[src/rtl/tile_loader_pkg.sv]
// tile_loader_pkg: shared types and constants for the tile loader.
//   state_e         load sequencer states
//   KERNEL_SEL_BIT  a_input bit that selects kernel memory on the chip
//   *_ADDR_W        address field widths of the three receiving memories
//   max3()          helper used to size the shared address counter
package tile_loader_pkg;

   typedef enum logic [2:0] {
      IDLE,
      LD_IN,
      LD_K,
      LD_OV,
      READY
   } state_e;

   localparam int unsigned KERNEL_SEL_BIT = 15;
   localparam int unsigned IN_ADDR_W      = 14;
   localparam int unsigned K_ADDR_W       = 9;
   localparam int unsigned OV_ADDR_W      = 8;

   function automatic int unsigned max3(input int unsigned a,
                                        input int unsigned b,
                                        input int unsigned c);
      int unsigned m;
      m = a;
      if (b > m) m = b;
      if (c > m) m = c;
      return m;
   endfunction

endpackage

[src/rtl/tile_loader.sv]
// tile_loader: host-side transmitter that streams a valid/ready word flow into
// the accelerator's input feature-map memory, kernel memory and overlap cache
// (in that order), then raises data_ready until the chip reports fsm_done.
//
// Ports
//   clk, rst_in        clock, synchronous active-high reset
//   load_start         one-cycle pass request (honoured only in IDLE)
//   s_data/s_valid     host word stream
//   s_ready            loader accepts a word this cycle (from state only)
//   a_input/b_input    registered write address / data to the chip
//   int_mem_we         input/kernel memory write strobe (one per accept)
//   overlap_cache_we   overlap-cache write strobe (one per accept)
//   data_ready         all memories loaded; high for the whole READY state
//   fsm_done           chip finished its pass
//   busy               high in any state other than IDLE
//   checksum           running modulo-2^W sum of accepted words
//
// Build option: define TILE_LOADER_CHECKSUM_EN to build the checksum register;
// otherwise checksum is tied to zero.
module tile_loader
   import tile_loader_pkg::*;
#(
   parameter int unsigned IO_DATA_WIDTH = 16,
   parameter int unsigned INPUT_WORDS   = 16384,
   parameter int unsigned KERNEL_WORDS  = 512,
   parameter int unsigned OVERLAP_WORDS = 256
) (
   input  logic                     clk,
   input  logic                     rst_in,
   input  logic                     load_start,
   input  logic [IO_DATA_WIDTH-1:0] s_data,
   input  logic                     s_valid,
   output logic                     s_ready,
   output logic [IO_DATA_WIDTH-1:0] a_input,
   output logic [IO_DATA_WIDTH-1:0] b_input,
   output logic                     int_mem_we,
   output logic                     overlap_cache_we,
   output logic                     data_ready,
   input  logic                     fsm_done,
   output logic                     busy,
   output logic [IO_DATA_WIDTH-1:0] checksum
);

   localparam int unsigned MAX_WORDS = max3(INPUT_WORDS, KERNEL_WORDS, OVERLAP_WORDS);
   localparam int unsigned CNT_W     = (MAX_WORDS > 1) ? $clog2(MAX_WORDS) : 1;

   localparam logic [CNT_W-1:0] IN_LAST = CNT_W'(INPUT_WORDS - 1);
   localparam logic [CNT_W-1:0] K_LAST  = CNT_W'(KERNEL_WORDS - 1);
   localparam logic [CNT_W-1:0] OV_LAST = CNT_W'(OVERLAP_WORDS - 1);

   state_e                   state_q, state_d;
   logic [CNT_W-1:0]         cnt_q, cnt_d;
   logic [IO_DATA_WIDTH-1:0] a_q, a_d;
   logic [IO_DATA_WIDTH-1:0] b_q, b_d;
   logic                     imwe_q, imwe_d;
   logic                     ovwe_q, ovwe_d;
   logic                     accept;

   assign s_ready = (state_q == LD_IN) || (state_q == LD_K) || (state_q == LD_OV);
   assign accept  = s_valid & s_ready;

   always_comb begin
      state_d = state_q;
      cnt_d   = cnt_q;
      a_d     = a_q;
      b_d     = b_q;
      imwe_d  = 1'b0;
      ovwe_d  = 1'b0;

      if (accept) begin
         b_d = s_data;
      end

      case (state_q)
         IDLE: begin
            if (load_start) state_d = LD_IN;
         end
         LD_IN: begin
            if (accept) begin
               a_d                  = '0;
               a_d[IN_ADDR_W-1:0]   = IN_ADDR_W'(cnt_q);
               imwe_d               = 1'b1;
               if (cnt_q == IN_LAST) begin
                  cnt_d   = '0;
                  state_d = LD_K;
               end else begin
                  cnt_d = cnt_q + CNT_W'(1);
               end
            end
         end
         LD_K: begin
            if (accept) begin
               a_d                 = '0;
               a_d[KERNEL_SEL_BIT] = 1'b1;
               a_d[K_ADDR_W-1:0]   = K_ADDR_W'(cnt_q);
               imwe_d              = 1'b1;
               if (cnt_q == K_LAST) begin
                  cnt_d   = '0;
                  state_d = LD_OV;
               end else begin
                  cnt_d = cnt_q + CNT_W'(1);
               end
            end
         end
         LD_OV: begin
            if (accept) begin
               a_d                = '0;
               a_d[OV_ADDR_W-1:0] = OV_ADDR_W'(cnt_q);
               ovwe_d             = 1'b1;
               if (cnt_q == OV_LAST) begin
                  cnt_d   = '0;
                  state_d = READY;
               end else begin
                  cnt_d = cnt_q + CNT_W'(1);
               end
            end
         end
         READY: begin
            // A load_start coinciding with fsm_done is dropped: it is only
            // looked at from IDLE.
            if (fsm_done) state_d = IDLE;
         end
         default: begin
            state_d = IDLE;
            cnt_d   = '0;
         end
      endcase
   end

   always_ff @(posedge clk) begin
      if (rst_in) begin
         state_q <= IDLE;
         cnt_q   <= '0;
         a_q     <= '0;
         b_q     <= '0;
         imwe_q  <= 1'b0;
         ovwe_q  <= 1'b0;
      end else begin
         state_q <= state_d;
         cnt_q   <= cnt_d;
         a_q     <= a_d;
         b_q     <= b_d;
         imwe_q  <= imwe_d;
         ovwe_q  <= ovwe_d;
      end
   end

   assign a_input          = a_q;
   assign b_input          = b_q;
   assign int_mem_we       = imwe_q;
   assign overlap_cache_we = ovwe_q;
   // data_ready follows READY exactly: first cycle after the final overlap
   // strobe up to and including the cycle fsm_done is sampled.
   assign data_ready       = (state_q == READY);
   assign busy             = (state_q != IDLE);

`ifdef TILE_LOADER_CHECKSUM_EN
   logic [IO_DATA_WIDTH-1:0] ck_q, ck_d;

   always_comb begin
      ck_d = ck_q;
      if ((state_q == IDLE) && load_start) begin
         ck_d = '0;
      end else if (accept) begin
         ck_d = ck_q + s_data;
      end
   end

   always_ff @(posedge clk) begin
      if (rst_in) begin
         ck_q <= '0;
      end else begin
         ck_q <= ck_d;
      end
   end

   assign checksum = ck_q;
`else
   assign checksum = '0;
`endif

endmodule

[config.mk]
export PLATFORM = sky130hd
export DESIGN_NAME = tile_loader
export DESIGN_NICKNAME = d
export VERILOG_FILES = /design/src/rtl/tile_loader_pkg.sv /design/src/rtl/tile_loader.sv
export SDC_FILE = /design/constraint.sdc
export NUM_CORES = 1
export LEC_CHECK = 0
export CAP_MARGIN = 20
export CORE_MARGIN = 10
export CORE_UTILIZATION = 30
export DETAILED_ROUTE_END_ITERATION = 10
export GPL_TIMING_DRIVEN = 0
export SLEW_MARGIN = 20
export SYNTH_ARGS = -nofsm -noshare
export SYNTH_HDL_FRONTEND = slang
export SYNTH_SLANG_ARGS = --single-unit
[constraint.sdc]
create_clock -name clk -period 2.1 [get_ports clk]
set_clock_uncertainty 0.2 [all_clocks]
set_input_delay 0.21 -clock clk [delete_from_list [all_inputs] [get_ports clk]]
set_output_delay 0.21 -clock clk [all_outputs]
set_load 0.05 [all_outputs]
==> results.sh <==
export IMPL_nFillCells=780
export IMPL_status="finished clean"
export IMPL_min_path_cells=4
export IMPL_fin_area_sq_mm=0.00342
export IMPL_synth_top_area_cell="dfxtp_1"
export IMPL_postRouteAntennaNets=0
export IMPL_max_clock_freq_mhz=487
export IMPL_cpMaxStageDelayCell="or4_4"
export IMPL_min_period_ps=2050
export IMPL_setup_viol_count_final=0
export IMPL_grt_pass1_wl_mm=10.9
export IMPL_grt_pass1_vias=2185
export IMPL_via_count=2321
export IMPL_std_cell_rows=32
export IMPL_pre_cts_ws_ps=-345
export IMPL_syn_avg_cell_area_sq_um=7.81
export IMPL_pin_count=74
export IMPL_drtPass1Iterations=4
export IMPL_fp_dieW_microns=109
export IMPL_die_y_microns=109
export IMPL_drv_slew=0
export IMPL_rsz0062_at_grt="yes"
export IMPL_crit_arrival_ps=2090
export IMPL_clockRootBuffer="clkbuf_8"
export IMPL_clockPowerShare_pct=23.5
export IMPL_finalWorstSetupSlack_ps=46.2
export IMPL_ys_async_sr_fraction_pct=0
export IMPL_grt_max_degree=15
export IMPL_critPathMaxStageDelay_ps=540
export IMPL_synth_edff_count=0
export IMPL_track_usage_pct=11.3
export IMPL_ys_types=47
export IMPL_synth_warnings=0
export IMPL_path_clk_slew_ps=90
export IMPL_numPortBuffers=55
export IMPL_switching_share_pct=40.7
export IMPL_worstSetupStartpointType="register"
export IMPL_grt_overflow=0
export IMPL_cts_path_max_buffers=2
export IMPL_regArea_sq_mm=0.00102
export IMPL_hold_class="in2reg"
export IMPL_ys_seq_area_share_pct=42.2
export IMPL_core_area_sq_mm=0.00773
export IMPL_multiInputGateArea_sq_mm=0.00127
export IMPL_pwr_share_comb_pct=40.9
export IMPL_dpl_cell_area_sq_mm=0.00311
export IMPL_routed_via_density=4.72
export IMPL_p_int_mw=1.76
export IMPL_final_hold_violation_count=0
export IMPL_drt_total_wl_mm=7.05
export IMPL_p_leak_nw=1.26
export IMPL_cap_violations=0
export IMPL_antenna_found_initial=0
export IMPL_critical_path_class="reg2reg"
export IMPL_ys_flop_type="dfxtp_1"
export IMPL_vdd_drop_max_uv=281
export IMPL_antennaDiodeCount=0
export IMPL_powerDensity_mw_per_mm2=870
export IMPL_max_slew_margin_pct=60.2
export IMPL_crit_chain="ha_4 > nand3_4 > nor4_4 > nor2_4 > or4_4 > a21oi_2"
export IMPL_area_growth_pct=43.9
export IMPL_required_ps=2140
export IMPL_total_power_mw=2.97
export IMPL_fin_nets=412
export IMPL_p_sw_mw=1.21
export IMPL_initial_core_util_pct=30.7
export IMPL_tritoncts="built"
export IMPL_clk_latency_ps=310
export IMPL_synthesis_area_sq_mm=0.00237
export IMPL_place_congestion=0.840
export IMPL_cts_buffers=5
export IMPL_hold_buffers=0
export IMPL_die_area_sq_mm=0.0119
export IMPL_tightest_slew_ps=596
export IMPL_wire_per_inst_microns=14.3
export IMPL_critPathMaxFanout=5
export IMPL_crit_path_end_kind="register"
export IMPL_synth_area_top_cells="dfxtp_1 (42%), nand2_1 (10%), a21oi_1 (7.4%), buf_4 (5.7%), nor2_1 (3.6%)"
export IMPL_syn_instance_count=304
export IMPL_hpwl_mm=5.06
export IMPL_first_iter_violations=161
export IMPL_h_tree_depth=2
export IMPL_synthDominantCellAreaShare_pct=42.2
export IMPL_power_frac_seq_pct=35.5
export IMPL_drc=0
export IMPL_rr_worst_depth=6
export IMPL_drive_gt1_share_pct=19.2
export IMPL_ys_seq_elements=50
export IMPL_whs_ps=238
export IMPL_period_share_pct=97.8
export IMPL_cts_sinks=50
Yosys cell counts (all sizes together), types with 6 or more instances:
library cell	n
buf	20
nor3	6
dfxtp	50
clkbuf	18
nand4	6
nand2	65
o21ai	10
inv	7
nand3	8
a21oi	35
nor2	23
state kept, by name (all words and copies together) (netlist names):
register	cells
cnt_q	14
b_input	16
overlap_cache_we	1
int_mem_we	1
a_input	15
state_q	3
path summary, 6_finish.rpt:
kind,start,endpoint,slack [ps]
setup / recovery,cnt_q[1]$_SDFFE_PP0P_,state_q[2]$_SDFFE_PP0P_,50
setup reg to reg,cnt_q[1]$_SDFFE_PP0P_,state_q[2]$_SDFFE_PP0P_,50
hold / removal,rst_in,cnt_q[13]$_SDFFE_PP0P_,240
hold reg to reg,a_input[8]$_SDFFE_PP0P_,a_input[8]$_SDFFE_PP0P_,260
power groups by stage:
stage | combinational (mW) | sequential [mW] | clock (mW)
floorplan | 0.608 | 1.26 | 0
detailed placement | 1.15 | 1.08 | 0
CTS | 1.17 | 1.06 | 0.720
finish | 1.22 | 1.06 | 0.700
global route | 1.31 | 1.07 | 0.741
global placement | 1.15 | 1.08 | 0
final cells by class:
class,count,area share (%)
Buffer,35,6.56
Clock inverter,1,0.879
Sequential cell,50,30.0
Inverter,7,0.769
Timing Repair Buffer,66,18.5
Clock buffer,6,2.42
Multi-Input combinational cell,225,37.2
Tap cell,102,3.74
cells by family (layout without fill, tap and decap cells):
group                    after synthesis  in the layout  synth area share, %
buffers and inverters                 45            115                 10.3
multiplexers                           1              1                0.474
XOR/XNOR                               3              3                 1.11
adder cells (fa/ha/maj)                1              1                0.527
other                                  1             17                0.158
flip-flops                            50             50                 42.2
AND/OR/NAND/NOR                      126            126                 24.9
AO/OA/AOI/OAI                         77             77                 20.3
worst max-delay path, delay by kind of cell, from the launching register on:
kind	cells	cell delay [ps]
simple gates	4	1140
flops	1	370
fa+ha+maj	1	160
compound gates	1	120
cells in the final DEF, fill, tap and decap left out, drive strengths merged, types with 3 or more instances in the layout:
cell and instances:
o2111ai 3, inv 7, nor2b 3, o221ai 3, nor2 23, nand3 8
nand4 6, a22oi 5, clkbuf 21, o211ai 5, clkdlybuf4s50 52, a21oi 35
nor3 6, o21ai 10, o31ai 5, conb 17, buf 31, dfxtp 50
nand2 65
metal layers:
layer	up-vias	wire length (microns)	GRT usage [%]
li1	1196	-	-
met2	69	3280	17.7
met4	0	80	3.77
met3	8	544	3.07
met1	1048	3140	14.7
met5	-	0	0
metrics by stage:
stage / instances / utilization, % / setup TNS (ps)
after global routing: 492 / 44.2 / -0.943
final: 492 / 44.2 / 0
after floorplan: 320 / - / 0
after detailed placement: 477 / 40.3 / -7470
after CTS: 483 / 42.6 / -4.28
after global placement: 477 / 40.3 / -6880
what timing repair did:
item,4_1_cts,5_1_grt
setup endpoints to repair,20,45
setup buffers,2,8
gates cloned,0,1
pin swaps,1,6
resized for setup,29,29
No activity file was read; power rests on OpenSTA's default activity.
